**src/rtl/capture_if.sv**
```systemverilog
// Capture command/status bundle between the command logic and capture_ctrl.
// master drives commands and reads status; slave is the capture sequencer.
interface capture_if #(
  parameter int AW = 9
);
  logic          cap_start;
  logic          cap_abort;
  logic          trig_event;
  logic [AW-1:0] trig_pos;
  logic [3:0]    dec_pwr;
  logic          clr_cap_done;
  logic          we;
  logic          cap_en;
  logic [AW-1:0] cap_addr;
  logic [AW-1:0] trace_end;
  logic          armed;
  logic          triggered;
  logic          capture_done;

  modport master (
    output cap_start, cap_abort, trig_event, trig_pos, dec_pwr, clr_cap_done,
    input  we, cap_en, cap_addr, trace_end, armed, triggered, capture_done
  );

  modport slave (
    input  cap_start, cap_abort, trig_event, trig_pos, dec_pwr, clr_cap_done,
    output we, cap_en, cap_addr, trace_end, armed, triggered, capture_done
  );
endinterface

```
**src/rtl/capture_ctrl.sv**
```systemverilog
// Capture sequencer: decimated circular-buffer writes into the trace RAMs,
// trigger qualification against the pre-trigger fill, and post-trigger stop.
module capture_ctrl #(
  parameter int DEPTH = 384,
  parameter int AW    = 9
) (
  input logic      clk,
  input logic      rst_n,
  capture_if.slave bus
);
  typedef enum logic [1:0] {IDLE, PRE, POST, DONE} state_t;

  localparam int            CW      = AW + 2;
  localparam logic [AW-1:0] LAST    = AW'(DEPTH - 1);
  localparam logic [AW-1:0] ONE_A   = AW'(1);
  localparam logic [AW:0]   DEPTH_S = (AW+1)'(DEPTH);
  localparam logic [AW:0]   ONE_S   = (AW+1)'(1);

  state_t        state_q, state_d;
  logic [AW-1:0] tp_q, wptr_q, pcnt_q, trace_end_q;
  logic [AW:0]   scnt_q;
  logic [3:0]    dp_q;
  logic [15:0]   dcnt_q, dec_mask;
  logic          triggered_q, done_q;
  logic          we, tick, wr, armed, abort, trig_ok, post_last;

  assign dec_mask  = ~(16'hFFFF << dp_q);
  assign tick      = (dcnt_q == dec_mask);
  assign we        = (state_q == PRE) || (state_q == POST);
  assign abort     = we && bus.cap_abort;
  // An abort in the same cycle as a tick suppresses the bookkeeping for that write.
  assign wr        = we && tick && !bus.cap_abort;
  // Widened sum avoids the underflow DEPTH - tp would need.
  assign armed     = (state_q == PRE) && ((CW'(scnt_q) + CW'(tp_q)) >= CW'(DEPTH));
  assign trig_ok   = (state_q == PRE) && bus.trig_event && armed && !bus.cap_abort;
  assign post_last = (state_q == POST) && wr && ((pcnt_q + ONE_A) == tp_q);

  // NOTE: always_ff uses non-blocking assignments so every register samples
  // pre-edge values regardless of statement order.
  always_ff @(posedge clk or negedge rst_n) begin
    if (!rst_n) state_q <= IDLE;
    else        state_q <= state_d;
  end

  // NOTE: next state gets a default before the case so no latch is inferred.
  always_comb begin
    state_d = state_q;
    case (state_q)
      IDLE: if (bus.cap_start) state_d = PRE;
      PRE: begin
        if (abort)        state_d = IDLE;
        else if (trig_ok) state_d = (tp_q == '0) ? DONE : POST;
      end
      POST: begin
        if (abort)          state_d = IDLE;
        else if (post_last) state_d = DONE;
      end
      DONE: if (bus.clr_cap_done) state_d = IDLE;
      default: state_d = IDLE;
    endcase
  end

  always_ff @(posedge clk or negedge rst_n) begin
    if (!rst_n) begin
      tp_q        <= '0;
      dp_q        <= '0;
      dcnt_q      <= '0;
      wptr_q      <= '0;
      scnt_q      <= '0;
      pcnt_q      <= '0;
      trace_end_q <= '0;
      triggered_q <= 1'b0;
      done_q      <= 1'b0;
    end else begin
      if ((state_q == IDLE) && bus.cap_start) begin
        tp_q   <= (bus.trig_pos > LAST) ? LAST : bus.trig_pos;
        dp_q   <= bus.dec_pwr;
        dcnt_q <= '0;
        wptr_q <= '0;
        scnt_q <= '0;
        pcnt_q <= '0;
      end
      if (we && !bus.cap_abort) dcnt_q <= tick ? '0 : dcnt_q + 16'd1;
      if (wr) begin
        wptr_q      <= (wptr_q == LAST) ? '0 : wptr_q + ONE_A;
        trace_end_q <= wptr_q;
        if ((state_q == PRE) && (scnt_q != DEPTH_S)) scnt_q <= scnt_q + ONE_S;
        if (state_q == POST) pcnt_q <= pcnt_q + ONE_A;
      end
      if (trig_ok) begin
        triggered_q <= 1'b1;
        pcnt_q      <= '0;
      end
      if (abort) triggered_q <= 1'b0;
      if (we && (state_d == DONE)) done_q <= 1'b1;
      if ((state_q == DONE) && bus.clr_cap_done) begin
        triggered_q <= 1'b0;
        done_q      <= 1'b0;
      end
    end
  end

  assign bus.we           = we;
  assign bus.cap_en       = we && tick;
  assign bus.cap_addr     = wptr_q;
  assign bus.trace_end    = trace_end_q;
  assign bus.armed        = armed;
  assign bus.triggered    = triggered_q;
  assign bus.capture_done = done_q;
endmodule

```
**src/flat_wrapper.sv**
```systemverilog
// flat-port wrapper written by rule: the top's interface ports become plain ports
module capture_ctrl_flat 
#(
  parameter int DEPTH = 384,
  parameter int AW    = 9
)
  (clk, rst_n, bus_cap_start, bus_cap_abort, bus_trig_event, bus_trig_pos, bus_dec_pwr, bus_clr_cap_done, bus_we, bus_cap_en, bus_cap_addr, bus_trace_end, bus_armed, bus_triggered, bus_capture_done);
  capture_if #(.AW(AW)) bus_i ();
  input logic clk;
  input logic rst_n;
  input wire logic [$bits(bus_i.cap_start)-1:0] bus_cap_start;
  input wire logic [$bits(bus_i.cap_abort)-1:0] bus_cap_abort;
  input wire logic [$bits(bus_i.trig_event)-1:0] bus_trig_event;
  input wire logic [$bits(bus_i.trig_pos)-1:0] bus_trig_pos;
  input wire logic [$bits(bus_i.dec_pwr)-1:0] bus_dec_pwr;
  input wire logic [$bits(bus_i.clr_cap_done)-1:0] bus_clr_cap_done;
  output wire logic [$bits(bus_i.we)-1:0] bus_we;
  output wire logic [$bits(bus_i.cap_en)-1:0] bus_cap_en;
  output wire logic [$bits(bus_i.cap_addr)-1:0] bus_cap_addr;
  output wire logic [$bits(bus_i.trace_end)-1:0] bus_trace_end;
  output wire logic [$bits(bus_i.armed)-1:0] bus_armed;
  output wire logic [$bits(bus_i.triggered)-1:0] bus_triggered;
  output wire logic [$bits(bus_i.capture_done)-1:0] bus_capture_done;
  assign bus_i.cap_start = bus_cap_start;
  assign bus_i.cap_abort = bus_cap_abort;
  assign bus_i.trig_event = bus_trig_event;
  assign bus_i.trig_pos = bus_trig_pos;
  assign bus_i.dec_pwr = bus_dec_pwr;
  assign bus_i.clr_cap_done = bus_clr_cap_done;
  assign bus_we = bus_i.we;
  assign bus_cap_en = bus_i.cap_en;
  assign bus_cap_addr = bus_i.cap_addr;
  assign bus_trace_end = bus_i.trace_end;
  assign bus_armed = bus_i.armed;
  assign bus_triggered = bus_i.triggered;
  assign bus_capture_done = bus_i.capture_done;
  capture_ctrl #(.DEPTH(DEPTH), .AW(AW)) u_core (.clk(clk), .rst_n(rst_n), .bus(bus_i));
endmodule
```
**config.mk**
```make
export PLATFORM = sky130hd
export DESIGN_NAME = capture_ctrl_flat
export DESIGN_NICKNAME = d
export VERILOG_FILES = /design/src/rtl/capture_if.sv /design/src/rtl/capture_ctrl.sv /design/src/flat_wrapper.sv
export SDC_FILE = /design/constraint.sdc
export NUM_CORES = 1
export LEC_CHECK = 0
export CAP_MARGIN = 10
export CORE_ASPECT_RATIO = 2
export CORE_MARGIN = 10
export CORE_UTILIZATION = 40
export CTS_BUF_LIST = sky130_fd_sc_hd__clkbuf_4 sky130_fd_sc_hd__clkbuf_8
export DETAILED_ROUTE_END_ITERATION = 8
export PLACE_DENSITY = 0.63
export RECOVER_POWER = 25
export SYNTH_ARGS = -nofsm -noshare
export SYNTH_HDL_FRONTEND = slang
export SYNTH_SLANG_ARGS = --single-unit
```
**constraint.sdc**
```tcl
create_clock -name clk -period 7.3 [get_ports clk]
set_input_delay 1.46 -clock clk [delete_from_list [all_inputs] [get_ports clk]]
set_output_delay 1.46 -clock clk [all_outputs]
set_load 0.02 [all_outputs]
```
==> metrics.log <==
[metrics] fin worst setup slack: 2.47 ns
[metrics] status: finished with violations
[metrics] crit share post-route: 66.2%
[metrics] Mapped Cells: 510
[metrics] sequential cell area in the final layout: 1750 sq um
[metrics] Final Max Tran Viols: 71
[metrics] number of synthesized flops with an enable pin: 0
[metrics] Final Hold Fails: 0
[metrics] Worst Setup Path Type: register to output port
[metrics] Worst Reg-to-Reg Cells: 8
[metrics] startpoint of the tightest hold check path: u_core.bus.trace_end[8]
[metrics] synthesis-to-finish area growth: 15.4%
[metrics] Syn Area/Cell: 8.80 sq um
[metrics] Max stage delay cell, worst path: sky130_fd_sc_hd__dfrtp_1
[metrics] syn_nets: 549
[metrics] worst hold-check path type: register to register
[metrics] endpoint of the worst hold-timing path: u_core.bus.trace_end[8]
[metrics] Boundary Pins: 42
[metrics] Max Fanout on Critical Path: 20
[metrics] count of buffers inserted at the top-level ports: 41
[metrics] area of the multi-input gates: 2570 sq um
[metrics] slack of the worst reg-to-reg path: 3.27 ns
[metrics] last weighted congestion value of the routability-driven placer: 0.887
[metrics] first drt pass iteration count: 5
[metrics] detailed placement HPWL: 8850 um
[metrics] Die W: 94.9 um
[metrics] Max transition margin: -161%
[metrics] Warnings, synthesis: 0
[metrics] Post CTS Setup Buffer Count: 0
[metrics] TritonCTS Buffers: 9
[metrics] full die area: 16,100 sq um
[metrics] worst IR drop on VDD: 0.000116 V
[metrics] number of global-route vias before repair: 3,902
[metrics] Distinct cells, synth: 53
[metrics] data required time of the critical path: 5.84 ns
[metrics] number of placement rows: 54
[metrics] MaxCap Viol Count: 1
[metrics] maximum clock skew at final layout: 0.00930 ns
[metrics] per-cell via count in the routed design: 5.79
[metrics] clock network latency to the later pin of the worst-skew pair: 0.36 ns
[metrics] core area: 10,900 sq um
[metrics] ordered cell list for the critical path: nand3_1 -> a2111oi_0 -> a31oi_1 -> or4_4 -> nor4_1 -> clkdlybuf4s50_1
[metrics] n_diodes: 0
[metrics] largest stage delay on the critical path: 0.73 ns
[metrics] clock tree buffer depth: 2
[metrics] Pleak: 2.27 nW
[metrics] global-route wire length before repair: 19,700 um
[metrics] most common library cell in the layout ignoring fill and taps: sky130_fd_sc_hd__dfrtp_1
[metrics] Synth Register Bits: 70
[metrics] Max H-tree Level: 3
[metrics] total standard cell area after synthesis: 4490 sq um
[metrics] combined buffer and inverter count along the critical path: 1
[metrics] critical path capture point type: output port
[metrics] final setup vio count: 0
[metrics] Hold Path Depth: 1
[metrics] arrival time at the worst endpoint: 3.37 ns
[metrics] Initial Util: 41.0%
[metrics] net total in the final layout: 579
[metrics] transition time at the pin with the least slew margin: 3.92 ns
[metrics] setup repair after global routing missed its margin: no
[metrics] origin of the critical flop-to-flop path: u_core.dp_q[2]
[metrics] pwr/cell area: 260 nW/um^2
[metrics] terminus of the critical flop-to-flop path: u_core.scnt_q[4]
[metrics] share of flip-flops with an asynchronous set or reset: 100%
[metrics] detailed router's first-iteration violation count: 202
[metrics] CTS Hold Bufs: 0
[metrics] clock sink count: 70
[metrics] count of fill cells added during filler insertion: 1,086
[metrics] total routed wirelength: 12,000 um
[metrics] post-DR wirelength/cell: 17.5 um
[metrics] CTS tree: done
[metrics] most used cells in the layout excluding fill and tap cells: 70 x sky130_fd_sc_hd__dfrtp_1, 59 x sky130_fd_sc_hd__o21ai_0, 48 x sky130_fd_sc_hd__nand2_1
[metrics] clock transition time at the flip-flop clock pins of the worst setup and hold paths: 0.08 ns
[metrics] overall routing resource usage: 15.3%
[metrics] fin crit period: 4.83 ns
[metrics] height of the chip: 170 um
[metrics] Post-DRT Antenna Nets: 0
[metrics] Congestion Overflow GR: 0
[metrics] via count: 3,961
[metrics] pin count of the biggest net entering global routing: 71
[metrics] setup total negative slack: 0 ns
[metrics] violated checks: max-capacitance violations, max-slew violations
[metrics] number of gates resized after cts: 0
[metrics] primary flip-flop cell chosen by synthesis mapping: sky130_fd_sc_hd__dfrtp_1
[metrics] fraction of layout instances using a drive strength above 1: 6.99%
[metrics] sequential-to-total area share from yosys stat: 39.0%
[metrics] buffer type at the clock tree root: sky130_fd_sc_hd__clkbuf_8
[metrics] initial antenna violation count: 0
[metrics] Final Power: 0.00135 W
[metrics] nature of the critical path startpoint: register
[metrics] FMAX: 207 MHz
[metrics] path length in cells of the critical path: 6
[metrics] delay-heaviest family, CP: simple AND/OR/NAND/NOR gates
[metrics] DRC viols: 0
[metrics] worst slack after detailed placement: 2.89 ns
-- worst register-to-register path: stages, from the launching register on --
cell and delay [ns]:
sky130_fd_sc_hd__dfrtp_1 0.73, sky130_fd_sc_hd__nand3_1 0.14, sky130_fd_sc_hd__a2111oi_0 0.42, sky130_fd_sc_hd__a31oi_1 0.11, sky130_fd_sc_hd__or4_4 0.60, sky130_fd_sc_hd__nor3_1 0.44
sky130_fd_sc_hd__nand4_1 0.77, sky130_fd_sc_hd__mux2_2 0.54, sky130_fd_sc_hd__a21o_1 0.18
-- registers in the layout, indices dropped and copies added, names as in the netlist --
| register | cells |
|---|---|
| u_core.bus.capture_done | 1 |
| u_core.dp_q | 4 |
| u_core.state_q | 2 |
| u_core.dcnt_q | 16 |
| u_core.pcnt_q | 9 |
| u_core.scnt_q | 10 |
| u_core.tp_q | 9 |
| u_core.bus.trace_end | 9 |
| u_core.bus.triggered | 1 |
| u_core.bus.cap_addr | 9 |
-- cells in the mapped netlist (all sizes together) (5+ instances only) --
cell / count / area [sq um]
a211oi: 5 / 37.5
a21o: 11 / 82.6
a21oi: 18 / 90.1
a31oi: 7 / 43.8
and3: 16 / 100
buf: 9 / 52.6
clkbuf: 14 / 52.6
dfrtp: 70 / 1750
ha: 19 / 238
inv: 16 / 60.1
mux2: 15 / 169
mux2i: 5 / 50.1
nand2: 48 / 180
nand2b: 13 / 81.3
nand3: 28 / 140
nand3b: 5 / 37.5
nor2: 38 / 143
nor2b: 8 / 50.1
nor3: 13 / 65.1
nor4: 7 / 50.1
o211ai: 6 / 45.0
o21ai: 59 / 295
o22a: 7 / 61.3
xnor2: 11 / 96.3
xor2: 12 / 105
-- per-stage QoR --
stage | hold WS, ns | cell area [sq um] | util, % | cells
2_1_floorplan | 0.491 | 4490 | - | 510
3_3_place_gp | 0.488 | 4970 | 45.4 | 669
3_5_place_dp | 0.497 | 4970 | 45.4 | 669
4_1_cts | 0.516 | 5180 | 47.3 | 684
5_1_grt | 0.532 | 5180 | 47.3 | 684
6_report | 0.516 | 5180 | 47.3 | 684
-- metal layers --
| layer | vias up | global-route usage [%] | part of all wire [%] |
|---|---|---|---|
| li1 | 1908 | - | - |
| met1 | 1953 | 16.1 | 39 |
| met2 | 73 | 27.7 | 55 |
| met3 | 27 | 3.10 | 3.5 |
| met4 | 0 | 7.46 | 3.4 |
| met5 | - | 0 | 0 |
-- report_power, final --
group / internal, W / leakage [nW] / total [W] / switching, W
Combinational: 0.000193 / 1.22 / 0.000460 / 0.000267
Sequential: 0.000432 / 0.940 / 0.000542 / 0.000110
Clock: 0.000190 / 0.105 / 0.000346 / 0.000155
-- cell type report --
type / instances / share of cell area (%)
multi-input cells: 401 / 49.7
flip-flops and latches: 70 / 33.8
repair buffers: 42 / 7.90
well taps: 140 / 3.38
clock buffers: 9 / 2.39
clock inverters: 6 / 1.67
inverters: 16 / 1.16
-- worst max-delay path by stage --
stage	end	start	slack, ns
2_1_floorplan	bus_cap_en	u_core.dp_q[0]	3.48
3_3_place_gp	bus_cap_en	u_core.dp_q[2]	2.83
3_5_place_dp	bus_cap_en	u_core.dp_q[2]	2.89
4_1_cts	bus_cap_en	u_core.dp_q[2]	2.46
5_1_grt	u_core.dcnt_q[11]	rst_n	1.84
6_report	bus_cap_en	u_core.dp_q[2]	2.47
-- kinds of logic after synthesis --
| family | Yosys count | synth area share (%) |
|---|---|---|
| multiplexers | 20 | 4.88 |
| AND/OR/NAND/NOR | 204 | 23.6 |
| flip-flops | 70 | 39.0 |
| AO/OA/AOI/OAI | 134 | 18.6 |
| XOR/XNOR | 23 | 4.49 |
| adder cells (fa/ha/maj) | 20 | 5.74 |
| buffers and inverters | 39 | 3.68 |
(Power assumes the default switching activity.)
